===== src/rtl/pwm_pkg.sv =====
// Shared constants and helpers for the PWM output driver and the SPI register block.
// Register addresses must stay in step with the SPI peripheral's decoder.
package pwm_pkg;

  localparam int unsigned PWM_CNT_W = 8;
  localparam int unsigned NUM_CH    = 16;

  localparam logic [PWM_CNT_W-1:0] DUTY_FULL = 8'hFF;

  localparam logic [7:0] ADDR_EN_OUT_7_0  = 8'h00;
  localparam logic [7:0] ADDR_EN_OUT_15_8 = 8'h01;
  localparam logic [7:0] ADDR_EN_PWM_7_0  = 8'h02;
  localparam logic [7:0] ADDR_EN_PWM_15_8 = 8'h03;
  localparam logic [7:0] ADDR_PWM_DUTY    = 8'h04;

  typedef logic [PWM_CNT_W-1:0] pwm_cnt_t;
  typedef logic [NUM_CH-1:0]    ch_mask_t;

  // Full-scale duty is special-cased so 0xFF stays high through count 255 and across the wrap.
  function automatic logic pwm_compare(input pwm_cnt_t cnt, input pwm_cnt_t duty);
    return (duty == DUTY_FULL) || (cnt < duty);
  endfunction

endpackage


===== src/rtl/pwm_timebase.sv =====
// PWM timebase: prescaler plus 8-bit period counter.
// tick marks the last prescaler cycle of a count; wrap marks the last cycle of a period.
module pwm_timebase
  import pwm_pkg::*;
#(
  parameter int unsigned PRESCALE = 13
) (
  input  logic     clk,
  input  logic     rst_n,
  output pwm_cnt_t pwm_cnt,
  output logic     tick,
  output logic     wrap
);

  if (PRESCALE < 1) begin : g_bad_prescale
    $error("pwm_timebase: PRESCALE must be >= 1");
  end

  localparam int unsigned PRE_W = (PRESCALE > 1) ? $clog2(PRESCALE) : 1;
  localparam logic [PRE_W-1:0] PRE_MAX = PRE_W'(PRESCALE - 1);
  localparam pwm_cnt_t CNT_MAX = '1;

  logic [PRE_W-1:0] pre_cnt_q, pre_cnt_d;
  pwm_cnt_t         pwm_cnt_q, pwm_cnt_d;

  // With PRESCALE = 1 the prescaler is a constant 0 and tick is high every cycle.
  assign tick = (pre_cnt_q == PRE_MAX);
  assign wrap = tick & (pwm_cnt_q == CNT_MAX);

  always_comb begin
    pre_cnt_d = pre_cnt_q + PRE_W'(1);
    pwm_cnt_d = pwm_cnt_q;
    if (tick) begin
      pre_cnt_d = '0;
      pwm_cnt_d = pwm_cnt_q + PWM_CNT_W'(1);
    end
  end

  always_ff @(posedge clk or negedge rst_n) begin
    if (!rst_n) begin
      pre_cnt_q <= '0;
      pwm_cnt_q <= '0;
    end else begin
      pre_cnt_q <= pre_cnt_d;
      pwm_cnt_q <= pwm_cnt_d;
    end
  end

  assign pwm_cnt = pwm_cnt_q;

endmodule


===== src/rtl/pwm_output_driver.sv =====
// Drives 16 chip outputs as static levels or a shared 8-bit PWM waveform.
// Duty is shadowed to the period boundary so register writes never cut a period short.
module pwm_output_driver
  import pwm_pkg::*;
#(
  parameter int unsigned PRESCALE  = 13,
  parameter bit          DUTY_SYNC = 1'b1
) (
  input  logic                 clk,
  input  logic                 rst_n,
  input  logic [7:0]           en_reg_out_7_0,
  input  logic [7:0]           en_reg_out_15_8,
  input  logic [7:0]           en_reg_pwm_7_0,
  input  logic [7:0]           en_reg_pwm_15_8,
  input  logic [PWM_CNT_W-1:0] pwm_duty_cycle,
  output logic [NUM_CH-1:0]    out,
  output logic                 period_start
);

  ch_mask_t en_out, en_pwm;
  pwm_cnt_t pwm_cnt;
  logic     tick, wrap;
  logic     unused_tick;

  pwm_cnt_t duty_shadow_q, duty_shadow_d;
  logic     period_start_q;
  ch_mask_t out_q, out_d;
  logic     pwm_level;

  assign en_out = {en_reg_out_15_8, en_reg_out_7_0};
  assign en_pwm = {en_reg_pwm_15_8, en_reg_pwm_7_0};

  pwm_timebase #(
    .PRESCALE (PRESCALE)
  ) u_timebase (
    .clk     (clk),
    .rst_n   (rst_n),
    .pwm_cnt (pwm_cnt),
    .tick    (tick),
    .wrap    (wrap)
  );

  // Only wrap is needed here; tick is kept on the timebase for other consumers.
  assign unused_tick = tick;

  always_comb begin
    duty_shadow_d = duty_shadow_q;
    if (!DUTY_SYNC || wrap) begin
      duty_shadow_d = pwm_duty_cycle;
    end
  end

  assign pwm_level = pwm_compare(pwm_cnt, duty_shadow_q);

  // Enables act on the next clock; only the PWM level is period-aligned.
  always_comb begin
    out_d = en_out & (~en_pwm | {NUM_CH{pwm_level}});
  end

  always_ff @(posedge clk or negedge rst_n) begin
    if (!rst_n) begin
      duty_shadow_q  <= '0;
      period_start_q <= 1'b0;
      out_q          <= '0;
    end else begin
      duty_shadow_q  <= duty_shadow_d;
      period_start_q <= wrap;
      out_q          <= out_d;
    end
  end

  assign out          = out_q;
  assign period_start = period_start_q;

endmodule


===== config.mk =====
export PLATFORM = sky130hd
export DESIGN_NAME = pwm_output_driver
export DESIGN_NICKNAME = d
export VERILOG_FILES = /design/src/rtl/pwm_pkg.sv /design/src/rtl/pwm_timebase.sv /design/src/rtl/pwm_output_driver.sv
export SDC_FILE = /design/constraint.sdc
export NUM_CORES = 1
export LEC_CHECK = 0
export ABC_AREA = 1
export CORE_UTILIZATION = 40
export CTS_CLUSTER_DIAMETER = 50
export DETAILED_ROUTE_END_ITERATION = 8
export PLACE_DENSITY_LB_ADDON = 0.12
export SYNTH_ARGS = -nofsm -noshare
export SYNTH_HDL_FRONTEND = slang
export SYNTH_SLANG_ARGS = --single-unit

===== constraint.sdc =====
create_clock -name clk -period 3.7 [get_ports clk]
set_input_delay 0.37 -clock clk [delete_from_list [all_inputs] [get_ports clk]]
set_output_delay 0.37 -clock clk [all_outputs]
set_load 0.02 [all_outputs]

==> results.json <==
{
  "cts_setup_buffers": 0,
  "cp-startpoint": "u_timebase.pwm_cnt[5]$_DFFE_PN0P_",
  "grt_util_all_layers": 0.1717,
  "finalCritPeriodShare": 0.4991,
  "synth_seq_area_share": 0.5378,
  "power_leakage_nw": 1.267,
  "yosysWarnings": 0,
  "fp.dieH_um": 67.61,
  "synthTopCellsByArea": "dfrtp_1, nand2_1, inv_1, ha_1, nand3_1",
  "die_w_um": 67.61,
  "syn_nets": 245,
  "final-setup-viol-count": 0,
  "reg2regPathDepth": 8,
  "grt.overflow.total": 0,
  "drive_gt1_frac": 0.05447,
  "report.final.slew_viol_count": 0,
  "slew-limit-headroom": 0.4671,
  "ys_ff_latch": 37,
  "io_pins": 59,
  "wirelength_um": 3460,
  "die-area_um2": 4570,
  "drc": 0,
  "avgViaCountPerCell": 4.433,
  "antenna_found_initial": 0,
  "grt_max_degree": 38,
  "drt_pass1_iterations": 4,
  "rsz0062_at_grt": "no",
  "hold_path_class": "primary input to asynchronous set/reset pin",
  "fin_setup_tns_ns": 0,
  "drtIter0Drc": 58,
  "areaGrowthSynthToFinish_pct": 41.21,
  "finalCriticalPeriod_ns": 1.847,
  "vias": 1361,
  "cts_root_buf": "clkbuf_8",
  "synthCells": 193,
  "crit_path_end_kind": "flop",
  "worst_pin_slew_ns": 0.7993,
  "fmax_mhz": 541.6,
  "synth_cell_types": 20,
  "cts.clk_slew.worst_paths_ns": 0.07,
  "place.gp.congestion": 0.7941,
  "hold_viol": 0,
  "grt_pass1_wl_um": 5602,
  "clock-sinks": 37,
  "synth_top_area_frac": 0.5378,
  "hold_buffers": 0,
  "ys_async_sr_fraction": 1.000,
  "num_rows": 23,
  "r2r_slack_ns": 1.85,
  "r2r-start": "u_timebase.pwm_cnt[5]$_DFFE_PN0P_",
  "n_fill_cell": 372,
  "yosys.cell_count.top_type": "nand2_1",
  "htree_levels": 2,
  "core_um2": 4058,
  "ir_drop_mv": 0.1822,
  "worst_hold_slack_ns": 0.1602,
  "port_buffers": 58,
  "required_ns": 3.93,
  "fin_skew_ns": 0.008060,
  "synthesis.area_um2": 1722,
  "powerDensity_nw_per_um2": 317.4,
  "wl_per_cell_um": 11.27,
  "diodes": 0,
  "crit_type": "flop to flop",
  "crit_path_max_fanout": 16,
  "ys_top_cells_by_count": "nand2_1, dfrtp_1, inv_1",
  "clk_latency_ns": 0.29,
  "synth_top_area_cell": "dfrtp_1",
  "synthFlopType": "dfrtp_1",
  "rr_endpoint": "out[6]$_DFF_PN0_",
  "syn_avg_cell_area_um2": 8.920,
  "drtAntennaViolNets": 0,
  "cts_inserted_buffers": 5,
  "clock_path_buffers": 2,
  "worstPathArrival_ns": 2.07,
  "ctsResizeCount": 0,
  "first_global_vias": 1290,
  "status": "finished clean",
  "initial_utilization": 0.4243,
  "cp-start-kind": "flop",
  "cts_tree": "done",
  "nets": 308,
  "dp_hpwl_um": 2639,
  "synth_edf_count": 0,
  "drv_cap": 0
}
-- state kept, by name, indices dropped and copies added (netlist names) --
signal                flops
period_start              1
u_timebase.pre_cnt_q      4
u_timebase.pwm_cnt        8
duty_shadow_q             8
out                      16
-- cell type report --
type | count | area (µm²) | share of cell area
clock buffers | 8 | 80.08 | 0.03294
inverters | 36 | 135.1 | 0.05558
multi-input cells | 118 | 651.9 | 0.2681
flip-flops and latches | 37 | 925.9 | 0.3809
well taps | 50 | 62.56 | 0.02573
repair buffers | 58 | 575.6 | 0.2367
-- per-layer routing --
metal / GRT usage / part of all wire
met4: 0.06383 / 0.014
met2: 0.2698 / 0.49
met1: 0.2042 / 0.42
met5: 0 / 0
met3: 0.07770 / 0.074
-- worst max-delay path: stages (launching register included) --
cell     delay (ns)
dfrtp_1        0.43
ha_1           0.33
a21oi_1        0.16
nor2_1         0.05
nor3_1         0.13
nand2_1        0.36
nand3_1        0.18
nand2_1        0.09
inv_1          0.06
-- cells by family (layout without fill, tap and decap cells) --
group | count (synthesis) | in the layout | share of synthesized area
adder cells (fa/ha/maj) | 10 | 10 | 0.07267
flip-flops | 37 | 37 | 0.5378
XOR/XNOR | 8 | 8 | 0.04070
AND/OR/NAND/NOR | 96 | 96 | 0.2536
AO/OA/AOI/OAI | 4 | 4 | 0.01162
buffers and inverters | 38 | 102 | 0.08357
-- worst max-delay path by stage --
stage / end / cells after the start
after global placement: out[5]$_DFF_PN0_ / 10
after floorplan: out[10]$_DFF_PN0_ / 9
after global routing: out[5]$_DFF_PN0_ / 8
after CTS: out[6]$_DFF_PN0_ / 8
final: out[6]$_DFF_PN0_ / 8
after detailed placement: out[6]$_DFF_PN0_ / 8
-- placed cells by master, fill, tap and decap left out, drive strengths merged --
master and instances:
a21oi 3, buf 1, clkbuf 8, clkdlybuf4s50 57, dfrtp 37, ha 10, inv 36, nand2 63
nand3 19, nand4 2, nor2 5, nor3 7, o21ai 1, xnor2 3, xor2 5
-- through the flow --
step           setup slack, ns  cells  instance area (µm²)  power [mW]  utilization
6_report                 1.853    307                 2431      0.7717       0.5991
5_1_grt                  1.631    307                 2431      0.8065       0.5991
4_1_cts                  1.815    307                 2431      0.7816       0.5991
3_5_place_dp             1.843    299                 2351      0.5119       0.5794
3_3_place_gp             1.908    299                 2351      0.5116       0.5794
2_1_floorplan            2.152    193                 1722      0.4417            -
-- report_power, final --
part	leakage (nW)	switching [mW]	total [mW]	internal, mW
Clock	0.0395	0.135	0.269	0.134
Sequential	0.418	0.00201	0.415	0.413
Combinational	0.810	0.0327	0.0874	0.0548
(Power assumes the default switching activity.)
